**src/rtl/seg7_byte_display_pkg.sv**
```systemverilog
// Shared types and constants for the byte-to-decimal 7-segment display slice.
// Segment order is {g,f,e,d,c,b,a}, active-low.
package seg7_pkg;

  localparam int unsigned BYTE_W = 8;
  localparam int unsigned NIB_W  = 4;
  localparam int unsigned BCD_W  = 12;

  typedef enum logic [1:0] {
    ST_IDLE  = 2'd0,
    ST_SHIFT = 2'd1,
    ST_LOAD  = 2'd2
  } state_t;

  localparam logic [6:0] SEG_BLANK = 7'h7F;

  localparam logic [6:0] GLYPH_0 = 7'h40;
  localparam logic [6:0] GLYPH_1 = 7'h79;
  localparam logic [6:0] GLYPH_2 = 7'h24;
  localparam logic [6:0] GLYPH_3 = 7'h30;
  localparam logic [6:0] GLYPH_4 = 7'h19;
  localparam logic [6:0] GLYPH_5 = 7'h12;
  localparam logic [6:0] GLYPH_6 = 7'h02;
  localparam logic [6:0] GLYPH_7 = 7'h78;
  localparam logic [6:0] GLYPH_8 = 7'h00;
  localparam logic [6:0] GLYPH_9 = 7'h10;
  localparam logic [6:0] GLYPH_A = 7'h08;
  localparam logic [6:0] GLYPH_B = 7'h03;
  localparam logic [6:0] GLYPH_C = 7'h46;
  localparam logic [6:0] GLYPH_D = 7'h21;
  localparam logic [6:0] GLYPH_E = 7'h06;
  localparam logic [6:0] GLYPH_F = 7'h0E;

  // Decimal digits only; anything above 9 renders blank.
  function automatic logic [6:0] dec_glyph(input logic [NIB_W-1:0] nib);
    logic [6:0] seg;
    seg = SEG_BLANK;
    case (nib)
      4'd0: seg = GLYPH_0;
      4'd1: seg = GLYPH_1;
      4'd2: seg = GLYPH_2;
      4'd3: seg = GLYPH_3;
      4'd4: seg = GLYPH_4;
      4'd5: seg = GLYPH_5;
      4'd6: seg = GLYPH_6;
      4'd7: seg = GLYPH_7;
      4'd8: seg = GLYPH_8;
      4'd9: seg = GLYPH_9;
      default: seg = SEG_BLANK;
    endcase
    return seg;
  endfunction

  function automatic logic [6:0] hex_glyph(input logic [NIB_W-1:0] nib);
    logic [6:0] seg;
    seg = dec_glyph(nib);
    case (nib)
      4'hA: seg = GLYPH_A;
      4'hB: seg = GLYPH_B;
      4'hC: seg = GLYPH_C;
      4'hD: seg = GLYPH_D;
      4'hE: seg = GLYPH_E;
      4'hF: seg = GLYPH_F;
      default: ;
    endcase
    return seg;
  endfunction

endpackage

```
**src/rtl/seg7_byte_display_if.sv**
```systemverilog
// Byte input from the system bus and the scanned display outputs.
interface seg7_byte_display_if;

  logic [seg7_pkg::BYTE_W-1:0] in_byte;
  logic                        in_byte_en;
  logic [7:0]                  Anode_on;
  logic [6:0]                  Led_output;
  logic                        busy;

  modport master (
    output in_byte, in_byte_en,
    input  Anode_on, Led_output, busy
  );

  modport slave (
    input  in_byte, in_byte_en,
    output Anode_on, Led_output, busy
  );

endinterface

```
**src/rtl/seg7_byte_display_bin2bcd_seq.sv**
```systemverilog
// Sequential double-dabble: one adjust+shift per cycle, BYTE_W cycles per conversion.
module bin2bcd_seq
  import seg7_pkg::*;
(
  input  logic              clk,
  input  logic              rst,
  input  logic              start,
  input  logic [BYTE_W-1:0] bin_in,
  output logic              busy,
  output logic              done,
  output logic [BCD_W-1:0]  bcd
);

  logic              active;
  logic [2:0]        cnt;
  logic [BYTE_W-1:0] bin_q;
  logic [BCD_W-1:0]  bcd_q;
  logic [BCD_W-1:0]  bcd_adj;

  always_comb begin
    bcd_adj = bcd_q;
    for (int unsigned i = 0; i < BCD_W / NIB_W; i++) begin
      if (bcd_q[i*NIB_W +: NIB_W] >= 4'd5)
        bcd_adj[i*NIB_W +: NIB_W] = bcd_q[i*NIB_W +: NIB_W] + 4'd3;
    end
  end

  always_ff @(posedge clk or posedge rst) begin
    if (rst) begin
      active <= 1'b0;
      cnt    <= '0;
      bin_q  <= '0;
      bcd_q  <= '0;
    end else if (start && !active) begin
      active <= 1'b1;
      cnt    <= '0;
      bin_q  <= bin_in;
      bcd_q  <= '0;
    end else if (active) begin
      {bcd_q, bin_q} <= {bcd_adj[BCD_W-2:0], bin_q, 1'b0};
      cnt            <= cnt + 3'd1;
      if (cnt == 3'd7)
        active <= 1'b0;
    end
  end

  // done marks the cycle of the final shift; bcd holds the result from the next cycle on.
  assign busy = active;
  assign done = active && (cnt == 3'd7);
  assign bcd  = bcd_q;

endmodule

```
**src/rtl/seg7_byte_display.sv**
```systemverilog
// Shows the last written byte in decimal on a scanned 8-digit 7-segment display.
// Define SEG7_HEX_VIEW_EN to also show the byte in hex on digits 5 and 4.
module seg7_byte_display
  import seg7_pkg::*;
#(
  parameter int unsigned SCAN_DIV = 100000
)
(
  input  logic                clk,
  input  logic                reset,
  seg7_byte_display_if.slave  bus
);

  localparam int unsigned CNT_W = (SCAN_DIV > 1) ? $clog2(SCAN_DIV) : 1;

  state_t            state;
  state_t            state_next;
  logic              start;
  logic              capture;
  logic              seen;
  logic [BYTE_W-1:0] cap_byte;
  logic [BYTE_W-1:0] disp_byte;
  logic [NIB_W-1:0]  ones;
  logic [NIB_W-1:0]  tens;
  logic [NIB_W-1:0]  huns;

  logic              conv_busy;
  logic              conv_done;
  logic [BCD_W-1:0]  conv_bcd;

  logic [CNT_W-1:0]  scan_cnt;
  logic              scan_tc;
  logic [2:0]        idx;
  logic [2:0]        idx_next;
  logic [7:0]        anode_q;
  logic [6:0]        led_q;
  logic [6:0]        seg_next;

  bin2bcd_seq u_bin2bcd (
    .clk    (clk),
    .rst    (reset),
    .start  (start),
    .bin_in (bus.in_byte),
    .busy   (conv_busy),
    .done   (conv_done),
    .bcd    (conv_bcd)
  );

  assign capture = bus.in_byte_en && !conv_busy &&
                   ((bus.in_byte != disp_byte) || !seen);

  always_comb begin
    state_next = state;
    start      = 1'b0;
    case (state)
      ST_IDLE: begin
        if (capture) begin
          start      = 1'b1;
          state_next = ST_SHIFT;
        end
      end
      ST_SHIFT: if (conv_done) state_next = ST_LOAD;
      ST_LOAD:  state_next = ST_IDLE;
      default:  state_next = ST_IDLE;
    endcase
  end

  always_ff @(posedge clk or posedge reset) begin
    if (reset) begin
      state     <= ST_IDLE;
      seen      <= 1'b0;
      cap_byte  <= '0;
      disp_byte <= '0;
      ones      <= '0;
      tens      <= '0;
      huns      <= '0;
    end else begin
      state <= state_next;
      if (start) begin
        seen     <= 1'b1;
        cap_byte <= bus.in_byte;
      end
      if (state == ST_LOAD) begin
        disp_byte <= cap_byte;
        ones      <= conv_bcd[0*NIB_W +: NIB_W];
        tens      <= conv_bcd[1*NIB_W +: NIB_W];
        huns      <= conv_bcd[2*NIB_W +: NIB_W];
      end
    end
  end

  assign scan_tc  = (scan_cnt == CNT_W'(SCAN_DIV - 1));
  assign idx_next = scan_tc ? idx + 3'd1 : idx;

  always_comb begin
    seg_next = SEG_BLANK;
    case (idx_next)
      3'd0: seg_next = dec_glyph(ones);
      3'd1: if (huns != '0 || tens != '0) seg_next = dec_glyph(tens);
      3'd2: if (huns != '0) seg_next = dec_glyph(huns);
`ifdef SEG7_HEX_VIEW_EN
      3'd4: seg_next = hex_glyph(disp_byte[3:0]);
      3'd5: seg_next = hex_glyph(disp_byte[7:4]);
`endif
      default: seg_next = SEG_BLANK;
    endcase
  end

  // Segments are decoded from the upcoming digit index so anode and segments switch on the same edge.
  always_ff @(posedge clk or posedge reset) begin
    if (reset) begin
      scan_cnt <= '0;
      idx      <= '0;
      anode_q  <= 8'hFE;
      led_q    <= GLYPH_0;
    end else begin
      scan_cnt <= scan_tc ? '0 : scan_cnt + 1'b1;
      idx      <= idx_next;
      anode_q  <= ~(8'b1 << idx_next);
      led_q    <= seg_next;
    end
  end

  assign bus.Anode_on   = anode_q;
  assign bus.Led_output = led_q;
  assign bus.busy       = (state != ST_IDLE);

endmodule

```
**src/flat_wrapper.sv**
```systemverilog
// flat-port wrapper written by rule: the top's interface ports become plain ports
module seg7_byte_display_flat import seg7_pkg::*;
#(
  parameter int unsigned SCAN_DIV = 100000
)
  (clk, reset, bus_in_byte, bus_in_byte_en, bus_Anode_on, bus_Led_output, bus_busy);
  seg7_byte_display_if bus_i ();
  input  logic clk;
  input  logic reset;
  input wire logic [$bits(bus_i.in_byte)-1:0] bus_in_byte;
  input wire logic [$bits(bus_i.in_byte_en)-1:0] bus_in_byte_en;
  output wire logic [$bits(bus_i.Anode_on)-1:0] bus_Anode_on;
  output wire logic [$bits(bus_i.Led_output)-1:0] bus_Led_output;
  output wire logic [$bits(bus_i.busy)-1:0] bus_busy;
  assign bus_i.in_byte = bus_in_byte;
  assign bus_i.in_byte_en = bus_in_byte_en;
  assign bus_Anode_on = bus_i.Anode_on;
  assign bus_Led_output = bus_i.Led_output;
  assign bus_busy = bus_i.busy;
  seg7_byte_display #(.SCAN_DIV(SCAN_DIV)) u_core (.clk(clk), .reset(reset), .bus(bus_i));
endmodule
```
**config.mk**
```make
export PLATFORM = sky130hd
export DESIGN_NAME = seg7_byte_display_flat
export DESIGN_NICKNAME = d
export VERILOG_FILES = /design/src/rtl/seg7_byte_display_pkg.sv /design/src/rtl/seg7_byte_display_if.sv /design/src/rtl/seg7_byte_display_bin2bcd_seq.sv /design/src/rtl/seg7_byte_display.sv /design/src/flat_wrapper.sv
export SDC_FILE = /design/constraint.sdc
export NUM_CORES = 1
export LEC_CHECK = 0
export ABC_AREA = 1
export BUFFER_PORTS_ARGS = -buffer_cell sky130_fd_sc_hd__buf_4
export CAP_MARGIN = 20
export CORE_AREA = 2 2 109 100
export DETAILED_ROUTE_END_ITERATION = 16
export DIE_AREA = 0 0 111 102
export GPL_ROUTABILITY_DRIVEN = 0
export GPL_TIMING_DRIVEN = 1
export PLACE_DENSITY = 0.69
export SETUP_SLACK_MARGIN = 0.1
export SLEW_MARGIN = 10
export SYNTH_ARGS = -nofsm -noshare
export SYNTH_HDL_FRONTEND = slang
export SYNTH_HIERARCHICAL = 1
export SYNTH_SLANG_ARGS = --single-unit
```
**constraint.sdc**
```tcl
create_clock -name clk -period 1.9 [get_ports clk]
set_input_delay 0.38 -clock clk [delete_from_list [all_inputs] [get_ports clk]]
set_output_delay 0.38 -clock clk [all_outputs]
set_load 0.02 [all_outputs]
```
==> flow_results.xml <==
<?xml version="1.0" encoding="UTF-8"?>
<metrics>
  <group name="grt">
    <metric name="grt_start_max_net_pins" unit="">48</metric>
    <metric name="grt_pass1_vias" unit="">3798</metric>
    <metric name="grt.overflow.total" unit="">0</metric>
    <metric name="grt_antenna_before_repair" unit="">0</metric>
    <metric name="global_route.usage.total" unit="">0.186</metric>
    <metric name="grt_first_pass_wirelength" unit="mm">17.4</metric>
  </group>
  <group name="die">
    <metric name="core.rowCount" unit="">35</metric>
    <metric name="start_util" unit="">0.494</metric>
    <metric name="die_area" unit="µm²">11300</metric>
    <metric name="core-area" unit="µm²">10100</metric>
    <metric name="die-width" unit="µm">111</metric>
    <metric name="floorplan.io_pins" unit="">27</metric>
    <metric name="fp.dieH" unit="µm">102</metric>
  </group>
  <group name="finish">
    <metric name="final_layout_size_suffix_gt1_frac" unit="">0.179</metric>
    <metric name="final_cells" unit="">770</metric>
    <metric name="finalNetCount" unit="">674</metric>
    <metric name="area_delta_synth_final" unit="%">14.0</metric>
    <metric name="antenna-diode-count" unit="">0</metric>
  </group>
  <group name="sta">
    <metric name="worst_slack" unit="ns">0.212</metric>
    <metric name="finalHoldWorstSlack" unit="ns">0.0675</metric>
    <metric name="max_slew_margin" unit="">0.637</metric>
    <metric name="min_period_over_period" unit="">0.888</metric>
    <metric name="clock-skew-final" unit="ns">0.00767</metric>
    <metric name="timing.fmax" unit="MHz">593</metric>
    <metric name="final_setup_tns" unit="ns">0</metric>
    <metric name="slew_worst_pin" unit="ns">0.539</metric>
    <metric name="grt_setup_unrepaired" unit="">yes</metric>
    <metric name="min_period" unit="ns">1.69</metric>
    <metric name="setup_viol_count_final" unit="">0</metric>
    <metric name="drv_slew" unit="">0</metric>
    <metric name="finalHoldViolations" unit="">0</metric>
  </group>
  <group name="clocking">
    <metric name="number_of_buffers_created_by_cts" unit="">9</metric>
    <metric name="tritoncts" unit="">built</metric>
    <metric name="h-tree-depth" unit="">3</metric>
    <metric name="clock_transition_time_at_the_flip_flop_clock_pins_of_the_worst_setup_and_hold_paths" unit="ns">0.06</metric>
    <metric name="clk-insertion-delay-late" unit="ns">0.33</metric>
    <metric name="cts.root.buffer_cell" unit="">sky130_fd_sc_hd__clkbuf_16</metric>
    <metric name="clockBufferDepth" unit="">2</metric>
    <metric name="clock_sinks" unit="">90</metric>
  </group>
  <group name="drt">
    <metric name="via_count" unit="">3941</metric>
    <metric name="routed_via_density" unit="">5.12</metric>
    <metric name="route.detailed.wl_per_inst" unit="µm">12.6</metric>
    <metric name="remaining_drc_errors" unit="">0</metric>
    <metric name="drtIter0Drc" unit="">147</metric>
    <metric name="drt_pre_antenna_iters" unit="">4</metric>
    <metric name="remaining_antenna_violation_count" unit="">0</metric>
    <metric name="final_wirelength" unit="mm">9.70</metric>
  </group>
  <group name="power_and_ir_drop">
    <metric name="p_sw_frac" unit="">0.396</metric>
    <metric name="power.share.sequential" unit="">0.395</metric>
    <metric name="p_per_area" unit="nW/µm²">1320</metric>
    <metric name="power.share.combinational" unit="">0.395</metric>
    <metric name="power.static_leakage" unit="µW">0.00282</metric>
    <metric name="total_switching_power" unit="µW">2980</metric>
    <metric name="clock_power_share" unit="">0.210</metric>
    <metric name="intPower" unit="µW">4550</metric>
    <metric name="totalPowerFinal" unit="µW">7540</metric>
    <metric name="worst_ir_drop_vdd" unit="V">0.000655</metric>
  </group>
  <group name="setup_path">
    <metric name="crit_fanout" unit="">6</metric>
    <metric name="worst_r2r_path_depth" unit="">11</metric>
    <metric name="cp_data_required_time" unit="ns">2.14</metric>
    <metric name="setup.worst_path.end_class" unit="">register</metric>
    <metric name="worstSetupPathType" unit="">reg2reg</metric>
    <metric name="critical_path.startpoint_type" unit="">register</metric>
    <metric name="arrival" unit="ns">1.93</metric>
  </group>
  <group name="flow_run">
    <metric name="maxCapViolations" unit="">0</metric>
  </group>
  <group name="synthesis">
    <metric name="synth.cell_area" unit="µm²">5000</metric>
    <metric name="yosysUniqueCellTypes" unit="">39</metric>
    <metric name="post_synth.cell_area_avg" unit="µm²">8.33</metric>
    <metric name="synth_top_cells_by_area" unit="">sky130_fd_sc_hd__dfrtp_1, sky130_fd_sc_hd__nand2_1, sky130_fd_sc_hd__ha_1</metric>
    <metric name="synth_seq_cells" unit="">90</metric>
    <metric name="netlist.area_leader.share" unit="">0.411</metric>
    <metric name="synth_cells" unit="">600</metric>
    <metric name="postSynthNetCount" unit="">637</metric>
    <metric name="synth.largest_area_cell" unit="">sky130_fd_sc_hd__dfrtp_1</metric>
    <metric name="ys_warn_count" unit="">6</metric>
    <metric name="synth-seq-area-share" unit="">0.453</metric>
  </group>
  <group name="placement">
    <metric name="place_inst" unit="">749</metric>
    <metric name="port-buffer-count" unit="">26</metric>
    <metric name="dpl.hpwl" unit="mm">7.12</metric>
    <metric name="place_ws" unit="ns">0.0364</metric>
  </group>
  <group name="min_path">
    <metric name="hp-class" unit="">in2async</metric>
  </group>
  <group name="status">
    <metric name="status" unit="">complete, no violations</metric>
  </group>
</metrics>
layout by cell type (no fill, tap or decap), types with 3 or more instances in the layout:
cell / instances
sky130_fd_sc_hd__xnor2_1: 3
sky130_fd_sc_hd__nand3_1: 56
sky130_fd_sc_hd__o221ai_1: 4
sky130_fd_sc_hd__ha_1: 25
sky130_fd_sc_hd__o211ai_1: 7
sky130_fd_sc_hd__nand2_2: 9
sky130_fd_sc_hd__o21ai_0: 26
sky130_fd_sc_hd__clkbuf_16: 9
sky130_fd_sc_hd__dfrtp_2: 3
sky130_fd_sc_hd__buf_4: 38
sky130_fd_sc_hd__xor2_1: 9
sky130_fd_sc_hd__nor3_1: 6
sky130_fd_sc_hd__nand4_1: 13
sky130_fd_sc_hd__nor2_4: 6
sky130_fd_sc_hd__nor2_1: 56
sky130_fd_sc_hd__or2_2: 7
sky130_fd_sc_hd__dfstp_2: 8
sky130_fd_sc_hd__clkinvlp_4: 5
sky130_fd_sc_hd__o21ai_1: 3
sky130_fd_sc_hd__dfrtp_1: 79
sky130_fd_sc_hd__a22o_1: 4
sky130_fd_sc_hd__nand2_1: 121
sky130_fd_sc_hd__nand2_4: 6
sky130_fd_sc_hd__inv_1: 71
sky130_fd_sc_hd__a21oi_1: 25
sky130_fd_sc_hd__nor4_1: 4
sky130_fd_sc_hd__o22ai_1: 5
sky130_fd_sc_hd__inv_2: 6
sky130_fd_sc_hd__nor2_2: 4
path summary, 6_finish.rpt:
kind | start | endpoint | slack (ns)
worst max register to register | u_core/scan_cnt[0]$_DFF_PP0_ | u_core/bus.Anode_on[5]$_DFF_PP1_ | 0.21
worst min register to register | u_core/seen$_DFFE_PP0P_ | u_core/seen$_DFFE_PP0P_ | 0.48
worst max-delay path | u_core/scan_cnt[0]$_DFF_PP0_ | u_core/bus.Anode_on[5]$_DFF_PP1_ | 0.21
max in group asynchronous | reset | u_core/bus.Led_output[6]$_DFF_PP1_ | 1.20
worst min-delay path | reset | u_core/cap_byte[7]$_DFFE_PP0P_ | 0.07
min in group clk | bus_in_byte[7] | u_core/cap_byte[7]$_DFFE_PP0P_ | 0.28
synth_stat cells:
| master | instances |
|---|---|
| sky130_fd_sc_hd__buf_6 | 7 |
| sky130_fd_sc_hd__nand2_1 | 124 |
| sky130_fd_sc_hd__inv_1 | 73 |
| sky130_fd_sc_hd__o21bai_1 | 1 |
| sky130_fd_sc_hd__nand2_4 | 4 |
| sky130_fd_sc_hd__mux2_2 | 2 |
| sky130_fd_sc_hd__inv_2 | 5 |
| sky130_fd_sc_hd__dfstp_2 | 8 |
| sky130_fd_sc_hd__nor3b_1 | 2 |
| sky130_fd_sc_hd__nor2_4 | 5 |
| sky130_fd_sc_hd__xor2_1 | 9 |
| sky130_fd_sc_hd__nand2_2 | 8 |
| sky130_fd_sc_hd__o221ai_1 | 4 |
| sky130_fd_sc_hd__inv_6 | 1 |
| sky130_fd_sc_hd__a22o_1 | 4 |
| sky130_fd_sc_hd__nand3_2 | 3 |
| sky130_fd_sc_hd__clkinv_1 | 2 |
| sky130_fd_sc_hd__a21oi_1 | 25 |
| sky130_fd_sc_hd__nor4_1 | 4 |
| sky130_fd_sc_hd__nand3_1 | 56 |
| sky130_fd_sc_hd__o22ai_1 | 5 |
| sky130_fd_sc_hd__dfrtp_1 | 82 |
| sky130_fd_sc_hd__clkbuf_1 | 4 |
| sky130_fd_sc_hd__a31oi_1 | 2 |
| sky130_fd_sc_hd__nand3b_1 | 1 |
| sky130_fd_sc_hd__ha_1 | 26 |
| sky130_fd_sc_hd__nand4_1 | 13 |
| sky130_fd_sc_hd__nor2_8 | 1 |
| sky130_fd_sc_hd__nor3_1 | 6 |
| sky130_fd_sc_hd__nor2_1 | 57 |
| sky130_fd_sc_hd__o211ai_1 | 7 |
| sky130_fd_sc_hd__o21ai_0 | 26 |
| sky130_fd_sc_hd__inv_4 | 2 |
| sky130_fd_sc_hd__nor2_2 | 4 |
| sky130_fd_sc_hd__buf_2 | 3 |
| sky130_fd_sc_hd__or2_2 | 7 |
| sky130_fd_sc_hd__o21ai_1 | 3 |
| sky130_fd_sc_hd__nand2_8 | 1 |
| sky130_fd_sc_hd__xnor2_1 | 3 |
critical path: stages (launching register included):
cell,delay (ns)
sky130_fd_sc_hd__dfrtp_1,0.41
sky130_fd_sc_hd__ha_4,0.19
sky130_fd_sc_hd__nand3_4,0.14
sky130_fd_sc_hd__nor2_4,0.06
sky130_fd_sc_hd__nand3_2,0.10
sky130_fd_sc_hd__clkinv_1,0.09
sky130_fd_sc_hd__nand2_1,0.11
sky130_fd_sc_hd__nand2_4,0.09
sky130_fd_sc_hd__buf_4,0.14
sky130_fd_sc_hd__buf_4,0.13
sky130_fd_sc_hd__inv_2,0.08
sky130_fd_sc_hd__nand2_1,0.07
cells by family after synthesis:
| kind of cell | after synthesis | share of synthesized area |
|---|---|---|
| AO/OA/AOI/OAI | 77 | 0.0889 |
| XOR/XNOR | 12 | 0.0210 |
| adder cells (fa/ha/maj) | 26 | 0.0651 |
| buffers and inverters | 97 | 0.0861 |
| flip-flops | 90 | 0.453 |
| multiplexers | 2 | 0.00451 |
| AND/OR/NAND/NOR | 296 | 0.282 |
flip-flops by register name, indices dropped and copies added, names as in the netlist:
name	count
u_core/scan_cnt	17
u_core/u_bin2bcd/bcd	12
u_core/bus.Anode_on	8
u_core/cap_byte	8
u_core/disp_byte	8
u_core/u_bin2bcd/bin_q	8
u_core/bus.Led_output	7
u_core/huns	4
u_core/ones	4
u_core/tens	4
u_core/idx	3
u_core/u_bin2bcd/cnt	3
u_core/state	2
u_core/seen	1
u_core/u_bin2bcd/busy	1
metal layers:
layer / vias up / share of wire / track usage / routed length (µm)
li1: 2021 / - / - / -
met1: 1854 / 0.47 / 0.233 / 4550
met2: 59 / 0.50 / 0.329 / 4810
met3: 7 / 0.025 / 0.0391 / 244
met4: 0 / 0.0096 / 0.0529 / 93
met5: - / 0 / 0 / 0
stage by stage:
step	utilization	area, µm²
6_report	0.563	5700
5_1_grt	0.563	5700
4_1_cts	0.555	5610
3_5_place_dp	0.527	5340
3_3_place_gp	0.527	5340
2_1_floorplan	-	5000
power groups by stage:
stage / Sequential [µW] / Clock, µW / Combinational, µW
5_1_grt: 3060 / 1730 / 3440
4_1_cts: 2980 / 1630 / 2970
3_5_place_dp: 3000 / 0 / 2960
2_1_floorplan: 2970 / 0 / 2250
3_3_place_gp: 2970 / 0 / 2860
6_report: 2980 / 1580 / 2980
final cells by class:
cell class	instances	area, µm²
fillers	883	4420
clock buffers	11	233
inverters	83	328
flip-flops and latches	90	2270
clock inverters	4	30.0
multi-input cells	413	2360
well taps	129	161
repair buffers	40	325
repair_timing:
action / CTS / global route
endpoints found under the hold margin: 0 / 0
pin swaps: 1 / 4
hold buffers: 0 / 0
gates resized for setup: 3 / 13
buffers inserted: 0 / 6
setup endpoints to repair: 7 / 26
No activity file was read; power rests on OpenSTA's default activity.
